$ cat config.mk
export PLATFORM = sky130hd
export DESIGN_NAME = mac_array_scheduler
export DESIGN_NICKNAME = d
export VERILOG_FILES = /design/src/rtl/mac_array_scheduler.sv
export SDC_FILE = /design/constraint.sdc
export NUM_CORES = 1
export LEC_CHECK = 0
export BUFFER_PORTS_ARGS = -buffer_cell sky130_fd_sc_hd__buf_2
export CAP_MARGIN = 10
export CORE_AREA = 2 2 78 80
export DETAILED_ROUTE_END_ITERATION = 10
export DIE_AREA = 0 0 80 82
export PLACE_DENSITY = 0.77
export SLEW_MARGIN = 20
export SYNTH_ARGS = -nofsm -noshare
export SYNTH_HDL_FRONTEND = slang
export SYNTH_SLANG_ARGS = --single-unit
$ cat constraint.sdc
create_clock -name clk -period 2.7 [get_ports clk]
set_clock_uncertainty 0.05 [all_clocks]
set_input_delay 0.135 -clock clk [delete_from_list [all_inputs] [get_ports clk]]
set_output_delay 0.135 -clock clk [all_outputs]
set_load 0.005 [all_outputs]
$ cat src/rtl/mac_array_scheduler.sv
// ---------------------------------------------------------------------------
// mac_array_scheduler
//
// Purpose:
//   Runs one job on the 49-lane Q8.8 MAC array and its pipelined 49-input
//   adder tree. A job has four phases:
//     1. Clear the accumulators.
//     2. Stream num_steps operand beats into the array.
//     3. Drain the MAC and adder-tree pipeline.
//     4. Present one Q22.16 result until the consumer accepts it.
//   The scheduler drives every control strobe of the datapath. It does no
//   arithmetic of its own.
//
// Ports:
//   clk        in   1       clock, all logic on the rising edge
//   rst        in   1       asynchronous, active-low reset
//   start      in   1       job request, only looked at in IDLE
//   num_steps  in   STEP_W  beats per job, latched when start is accepted
//   busy       out  1       high in every state except IDLE
//   op_valid   in   1       operand-pack beat available from fetch
//   op_ready   out  1       scheduler accepts a beat (FEED only)
//   mac_clr    out  1       synchronous clear of all 49 accumulators
//   mac_en     out  1       accumulate enable, op_valid & op_ready
//   tree_en    out  1       adder-tree pipeline advance (DRAIN only)
//   tree_sum   in   SUM_W   adder-tree output
//   res_data   out  SUM_W   captured job result
//   res_valid  out  1       result available (OUT only)
//   res_ready  in   1       consumer accepts the result
//   done       out  1       one-cycle pulse on the result handshake
//
// Optional feature:
//   MAC_SCHED_RELU_EN
//     Defined:   a negative tree_sum (MSB set) is captured as 0.
//     Undefined: tree_sum is captured unchanged.
//   Timing and handshakes are the same in both builds.
// ---------------------------------------------------------------------------
module mac_array_scheduler #(
    parameter int STEP_W   = 8,
    parameter int MAC_LAT  = 1,
    parameter int TREE_LAT = 6,
    parameter int SUM_W    = 38
) (
    input  logic              clk,
    input  logic              rst,
    input  logic              start,
    input  logic [STEP_W-1:0] num_steps,
    output logic              busy,
    input  logic              op_valid,
    output logic              op_ready,
    output logic              mac_clr,
    output logic              mac_en,
    output logic              tree_en,
    input  logic [SUM_W-1:0]  tree_sum,
    output logic [SUM_W-1:0]  res_data,
    output logic              res_valid,
    input  logic              res_ready,
    output logic              done
);

    // The drain has to cover the accumulator update plus the full tree
    // depth. Only then does the last beat's contribution reach tree_sum.
    localparam int DRAIN_CYC = MAC_LAT + TREE_LAT;
    localparam int DRAIN_W   = (DRAIN_CYC > 1) ? $clog2(DRAIN_CYC) : 1;
    localparam logic [DRAIN_W-1:0] DRAIN_LAST = DRAIN_W'(DRAIN_CYC - 1);

    typedef enum logic [2:0] {
        IDLE,
        CLEAR,
        FEED,
        DRAIN,
        OUT
    } state_t;

    state_t              state;
    state_t              next_state;

    logic [STEP_W-1:0]   step_target;
    logic [STEP_W-1:0]   step_cnt;
    logic [DRAIN_W-1:0]  drain_cnt;

    logic                beat;
    logic                step_last;
    logic                drain_last;
    logic [SUM_W-1:0]    capture_val;

    // A beat is accepted only while FEED presents op_ready.
    // step_last marks the beat that completes the latched count. It is only
    // consulted in FEED, where the count is known to be nonzero, so the
    // subtraction cannot wrap in a way that matters.
    assign beat       = op_valid & (state == FEED);
    assign step_last  = (step_cnt == STEP_W'(step_target - 1'b1));
    assign drain_last = (drain_cnt == DRAIN_LAST);

    // Result capture path. With the ReLU option a negative Q22.16 sum is
    // clamped to zero. Otherwise the signed sum is passed through bit for bit.
`ifdef MAC_SCHED_RELU_EN
    assign capture_val = tree_sum[SUM_W-1] ? '0 : tree_sum;
`else
    assign capture_val = tree_sum;
`endif

    // State register. Reset drops any in-flight job and returns to IDLE.
    always_ff @(posedge clk or negedge rst) begin
        if (!rst) begin
            state <= IDLE;
        end else begin
            state <= next_state;
        end
    end

    // Next-state and strobe decode. Every strobe is a pure function of the
    // state, plus op_valid and res_ready for the two handshakes, so nothing
    // lags by a cycle. In OUT the tree stays frozen because tree_en is low.
    // A start seen in the done cycle is ignored, because only IDLE looks at
    // start. This forces at least one IDLE cycle between jobs.
    always_comb begin
        next_state = state;
        busy       = 1'b1;
        op_ready   = 1'b0;
        mac_en     = 1'b0;
        mac_clr    = 1'b0;
        tree_en    = 1'b0;
        res_valid  = 1'b0;
        done       = 1'b0;

        case (state)
            IDLE: begin
                busy = 1'b0;
                if (start) begin
                    next_state = CLEAR;
                end
            end

            CLEAR: begin
                mac_clr = 1'b1;
                if (step_target != '0) begin
                    next_state = FEED;
                end else begin
                    next_state = DRAIN;
                end
            end

            FEED: begin
                op_ready = 1'b1;
                mac_en   = op_valid;
                if (beat && step_last) begin
                    next_state = DRAIN;
                end
            end

            DRAIN: begin
                tree_en = 1'b1;
                if (drain_last) begin
                    next_state = OUT;
                end
            end

            OUT: begin
                res_valid = 1'b1;
                if (res_ready) begin
                    done       = 1'b1;
                    next_state = IDLE;
                end
            end

            default: begin
                next_state = IDLE;
            end
        endcase
    end

    // Job bookkeeping and result capture.
    //   - The step target is latched on an accepted start.
    //   - Both counters are rewound at that point, so every job starts clean
    //     even after an aborted one.
    //   - res_data is written only in the last DRAIN cycle. It therefore
    //     stays stable through OUT and holds until the next job's capture.
    always_ff @(posedge clk or negedge rst) begin
        if (!rst) begin
            step_target <= '0;
            step_cnt    <= '0;
            drain_cnt   <= '0;
            res_data    <= '0;
        end else begin
            case (state)
                IDLE: begin
                    if (start) begin
                        step_target <= num_steps;
                        step_cnt    <= '0;
                        drain_cnt   <= '0;
                    end
                end

                FEED: begin
                    if (beat) begin
                        step_cnt <= step_cnt + 1'b1;
                    end
                end

                DRAIN: begin
                    drain_cnt <= drain_cnt + 1'b1;
                    if (drain_last) begin
                        res_data <= capture_val;
                    end
                end

                default: begin
                end
            endcase
        end
    end

endmodule

==> results.yml, run 1 <==
status:
  status: "finished, final reports clean"
setup_path:
  crit_family: "simple AND/OR/NAND/NOR gates"
  worstPathRequired_ns: 2.92
  crit_buf_inv: 1
  startpoint_type: "flip-flop"
  cp_max_fo: 4
  path_cells: "inv_1 > ha_1 > or3b_1 > or3_1 > xnor2_1 > o41ai_1 > o211a_1"
  critPathCaptureType: "flip-flop"
  critical_path_class: "reg2reg"
  worst_path_max_delay_cell: "dfrtp_1"
  crit_cells: 7
  r2r.worst_path.cells: 7
  cpPeakStageDelay_ns: 0.42
  cp.arrival_ns: 2.51
global_routing:
  grt_pass1_wl_um: 10720
  grt_pass1_vias: 2325
  antenna_found_initial: 0
  grt_start_max_net_pins: 48
  track_usage_pct: 21.80
  overflow: 0
cells_and_area:
  diodes: 0
  area_growth_pct: 45.79
  nNetsFinal: 429
  drive_gt1_share_pct: 42.74
  fin_cells: 454
detailed_routing:
  first_pass_iters: 4
  vias: 2279
  wl_per_cell_um: 14.97
  vias_per_cell: 5.020
  drc_errors: 0
  dr.first_iter.drc_count: 89
  wl_um: 6796
  antenna_left: 0
sta:
  setup_viol: 0
  grt_setup_unrepaired: "false"
  fin_crit_sh_pct: 84.86
  tightest_slew_ns: 0.5977
  fin_ws_ns: 0.4089
  finalCriticalPeriod_ns: 2.291
  slew_violations: 0
  final_hold_viol_count: 0
  fmax_mhz: 436.5
  tns_ns: 0
  slew_headroom_pct: 60.15
power_and_ir_drop:
  combPwrFrac_pct: 31.6
  p_clk_share_pct: 26.8
  p_seq_share_pct: 41.6
  p_per_area_mw_per_mm2: 915.9
  p_sw_share_pct: 32.32
  p_sw_mw: 1.175
  intPower_mw: 2.459
  p_leak_nw: 2.102
  vdd_drop_max_uv: 497.7
place:
  io_buffers: 95
  place_hpwl_um: 4213
  gp_congestion: 0.8492
  dp_cells: 391
  post-place-ws_ns: 0.4935
floorplanning:
  core_area_mm2: 0.005746
  die_area_mm2: 0.006560
  start_util_pct: 47.36
  row_count: 28
  ios: 96
  fp.dieW_um: 80
  chipHeight_um: 82
logic_synthesis:
  ys_types: 40
  synth_edf_count: 0
  synth-seq-cells: 60
  synth_ff_type: "dfrtp_1"
  synth_warnings: 0
  async_reset_ff_share_pct: 100.0
  seq_area_frac_synth_pct: 55.17
  ys_top_cells_by_area: "dfrtp_1, mux2_2, nand2_1"
  syn_nets: 282
  ys_top_cells_by_count: "dfrtp_1, mux2_2, nand2_1"
  yosysTopAreaCell: "dfrtp_1"
  syn_area_mm2: 0.002721
  yosysMostFrequentCell: "dfrtp_1"
  postSynthAreaPerCell_um2: 11.99
  syn_inst: 227
  netlist.area_leader.share_pct: 55.17
clock_tree:
  insertion_delay_ns: 0.33
  clockRootBuffer: "clkbuf_8"
  cts_tree: "built"
  cts_buffer_depth: 2
  numCtsBuffers: 9
  clk_pin_slew_ns: 0.07
  htree_levels: 3
  cts.sinks: 60
hold_path:
  hold_class: "in2reg"
  hold_depth: 2
run:
  cap_violations: 0
per-stage QoR:
stage	hold slack [ns]	power [mW]	cell area, µm²	utilization, %
4_1_cts	0.006525	3.636	3965	69.01
2_1_floorplan	-0.2106	2.159	2721	-
6_report	0.02486	3.634	3968	69.05
3_3_place_gp	0.2769	2.537	3254	56.64
5_1_grt	0.01117	3.869	3968	69.05
3_5_place_dp	0.2796	2.593	3254	56.64
state kept, by name, summed over array words and instances, names as in the netlist:
register	flops
res_data	38
step_cnt	8
step_target	8
drain_cnt	3
state	3
power by group through the flow:
stage / Sequential, mW / Clock (mW) / Combinational [mW]
after CTS: 1.50 / 0.990 / 1.15
after global routing: 1.55 / 1.04 / 1.28
after detailed placement: 1.51 / 0 / 1.08
final: 1.51 / 0.973 / 1.15
after global placement: 1.49 / 0 / 1.05
after floorplan: 1.45 / 0 / 0.709
cell families (layout without fill, tap and decap cells):
| family | count (synthesis) | after routing | share of synthesized area [%] |
|---|---|---|---|
| compound gates | 20 | 20 | 5.564 |
| fa+ha+maj | 4 | 4 | 1.839 |
| buf+inv | 18 | 170 | 3.816 |
| mux | 39 | 39 | 16.14 |
| flops | 60 | 60 | 55.17 |
| xor+xnor | 14 | 14 | 4.506 |
| simple gates | 72 | 72 | 12.97 |
what timing repair did:
item / in CTS / in global routing
setup buffers: 0 / 0
endpoints found under the hold margin: 91 / 0
resized for setup: 0 / 0
hold buffers: 47 / 0
per-layer routing:
layer	global-route usage, %	share of wire (%)
met1	24.68	38
met4	11.53	3.1
met2	38.17	53
met5	0	0
met3	5.385	5.7
worst paths after layout:
check	startpoint	end	slack, ns
max	step_target[0]$_DFFE_PN0P_	state[0]$_DFFE_PN0P_	0.41
min	tree_sum[27]	res_data[27]$_DFFE_PN0P_	0.02
max reg2reg	step_target[0]$_DFFE_PN0P_	state[0]$_DFFE_PN0P_	0.41
min reg2reg	drain_cnt[2]$_DFFE_PN0P_	drain_cnt[2]$_DFFE_PN0P_	0.45
max in group asynchronous	rst	res_data[28]$_DFFE_PN0P_	1.75
min in group asynchronous	rst	res_data[14]$_DFFE_PN0P_	0.30
cell usage in the layout (no fill, tap or decap), types with 2 or more instances in the layout:
| cell type | n |
|---|---|
| nor3_1 | 3 |
| nor2_2 | 3 |
| clkbuf_8 | 9 |
| o21ai_0 | 7 |
| xnor2_1 | 5 |
| nand2_1 | 31 |
| mux2_2 | 39 |
| nand2b_1 | 2 |
| nand3b_1 | 2 |
| clkinv_4 | 2 |
| xor2_1 | 9 |
| o22ai_1 | 2 |
| dfrtp_1 | 60 |
| inv_1 | 8 |
| nand3_1 | 5 |
| buf_4 | 5 |
| nor3b_1 | 2 |
| dlygate4sd3_1 | 47 |
| bufinv_16 | 3 |
| a22o_1 | 2 |
| nor2_1 | 13 |
| ha_1 | 4 |
| nand4_1 | 2 |
| buf_2 | 94 |
final cells by class:
class	instances	area, µm²
clock inverter	6	112.6
clock buffer	10	127.6
fill	419	1778
multi-input combinational	149	1124
tap	75	93.84
timing repair buffer	146	978.4
inverter	8	30.03
sequential	60	1501
No activity file was read; power rests on OpenSTA's default activity.
==> run 2: changes to the inputs <==
CORE_AREA = 2 2 81 83   (was 2 2 78 80)
DIE_AREA = 0 0 83 85   (was 0 0 80 82)
PLACE_DENSITY = 0.75   (was 0.77)
clock period = 2 ns   (was 2.7 ns; I/O delays follow)
==> run 2 against run 1 <==
The run now ends with setup timing left. Sequential power up 32%. Utilization down 3.9 points. Final area up 1.9%. Maximum frequency up 12%. Clock power up 13%. Hold slack better by 0.092 ns. Register-to-register slack worse by 0.46 ns. Clock-buffer cell count up 2. Via count up 0.57%. First-iteration DRC count up 71%. Power up 33%. Sequential cell count unchanged.
==> results.yml, run 2 (synthesis gave the netlist of run 1 again) <==
clock_tree:
  cts_setup_buffers: 0
  cts.sinks: 60
  numCtsBuffers: 9
  cts_tree: "built"
  clockRootBuffer: "clkbuf_8"
  insertion_delay_ns: 0.33
  htree_levels: 3
  cts_buffer_depth: 2
  clk_pin_slew_ns: 0.06
cells_and_area:
  nNetsFinal: 440
  utilization_pct: 65.15
  largestRegisters: "res_data: 38 flops, step_cnt: 8 flops, step_target: 8 flops"
  area_growth_pct: 48.55
  diodes: 0
  max_flop_register: "res_data"
  final_common_cell: "buf_2"
  final_cell_mix: "buf_2, dfrtp_1, dlygate4sd3_1"
  drive_gt1_share_pct: 45.13
  largest_reg_flops: 38
  fill_cells: 458
setup_path:
  worstPathRequired_ns: 2.22
  critPathCaptureType: "flip-flop"
  cp_max_fo: 2
  regToRegSetupSlack_ns: -0.05
  critical_path_class: "reg2reg"
  startpoint_type: "flip-flop"
  cp.arrival_ns: 2.27
place:
  gp_congestion: 0.8549
  io_buffers: 95
  place_hpwl_um: 4236
status:
  violations: "setup timing"
  status: "complete, but fails checks"
floorplanning:
  row_count: 29
  chipHeight_um: 85
  core_area_mm2: 0.006205
  start_util_pct: 43.86
  die_area_mm2: 0.007055
  ios: 96
  fp.dieW_um: 83
global_routing:
  overflow: 0
  track_usage_pct: 19.87
  grt_pass1_vias: 2361
  antenna_found_initial: 0
  grt_start_max_net_pins: 39
  grt_pass1_wl_um: 11170
sta:
  fin_crit_sh_pct: 102.7
  setup_viol: 1
  finalCriticalPeriod_ns: 2.053
  final_hold_viol_count: 0
  fmax_mhz: 487.0
  slew_violations: 0
  fin_ws_ns: -0.05332
  grt_setup_unrepaired: "true"
  hold_ws_ns: 0.1165
  tightest_slew_ns: 0.6204
  slew_headroom_pct: 58.64
detailed_routing:
  antenna_left: 0
  wl_um: 6621
  drc_errors: 0
  dr.first_iter.drc_count: 152
  wl_per_cell_um: 14.18
  vias_per_cell: 4.908
  first_pass_iters: 4
  vias: 2292
hold_path:
  hold_class: "in2reg"
run:
  cap_violations: 0
power_and_ir_drop:
  vdd_drop_max_uv: 691.8
  p_leak_nw: 2.142
  p_per_area_mw_per_mm2: 1199
-- run 2: cell count changes in the layout (fill, tap and decap cells not counted), moves of 2 or more --
| cell | previous run | this run |
|---|---|---|
| buf_4 | 5 | 13 |
| bufinv_16 | 3 | 1 |
| clkbuf_8 | 9 | 11 |
| clkinv_4 | 2 | 0 |
-- run 2: critical path, stage by stage, from the launching register on --
cell     delay (ns)
dfrtp_1        0.39
inv_2          0.06
ha_1           0.15
or3b_4         0.38
or3_4          0.35
xnor2_1        0.15
o41ai_2        0.28
o211a_1        0.18
-- run 2: layout make-up --
cell class | count | area (µm²) | area share, %
clock buffers | 12 | 155.1 | 3.838
clock inverters | 4 | 47.55 | 1.176
inverters | 8 | 30.03 | 0.7428
multi-input cells | 149 | 1139 | 28.16
flip-flops and latches | 60 | 1501 | 37.14
well taps | 77 | 96.34 | 2.383
repair buffers | 157 | 1074 | 26.56
-- run 2: worst paths after layout --
path,start,endpoint,depth (start not counted)
max,step_target[0]$_DFFE_PN0P_,state[0]$_DFFE_PN0P_,7
min,start,step_target[3]$_DFFE_PN0P_,5
max reg2reg,step_target[0]$_DFFE_PN0P_,state[0]$_DFFE_PN0P_,7
min reg2reg,drain_cnt[2]$_DFFE_PN0P_,drain_cnt[2]$_DFFE_PN0P_,1
max in group asynchronous,rst,res_data[7]$_DFFE_PN0P_,3
min in group asynchronous,rst,step_target[5]$_DFFE_PN0P_,2
-- run 2: routing by layer --
| layer | global-route usage [%] | vias up | part of all wire, % |
|---|---|---|---|
| met3 | 5.253 | 8 | 4.0 |
| met4 | 6.259 | 0 | 1.3 |
| met5 | 0 | - | 0 |
| met2 | 36.14 | 62 | 55 |
| li1 | - | 1099 | - |
| met1 | 22.92 | 1123 | 40 |
-- run 2: through the flow --
| stage | area (µm²) | setup TNS [ns] | cells | power [mW] | setup WS [ns] |
|---|---|---|---|---|---|
| 2_1_floorplan | 2726 | -0.01494 | 227 | 2.922 | -0.01494 |
| 4_1_cts | 4033 | -0.1044 | 467 | 4.836 | -0.1044 |
| 3_5_place_dp | 3349 | -0.08443 | 403 | 3.635 | -0.08443 |
| 6_report | 4043 | -0.05332 | 467 | 4.846 | -0.05332 |
| 3_3_place_gp | 3349 | -0.02991 | 403 | 3.560 | -0.02991 |
| 5_1_grt | 4043 | -0.1741 | 467 | 5.191 | -0.1741 |
-- run 2: where the power goes --
| part | internal (mW) | total [mW] | switching, mW | leakage (nW) |
|---|---|---|---|---|
| Clock | 0.639 | 1.10 | 0.460 | 0.102 |
| Sequential | 1.65 | 2.00 | 0.352 | 0.804 |
| Combinational | 0.966 | 1.75 | 0.780 | 1.24 |
| Total | 3.26 | 4.85 | 1.59 | 2.14 |
-- run 2: repair_timing --
item / 4_1_cts / 5_1_grt
gates resized for setup: 0 / 3
pin swaps: 0 / 0
setup endpoints to repair: 1 / 1
hold buffers: 48 / 0
hold endpoints to repair: 72 / 0
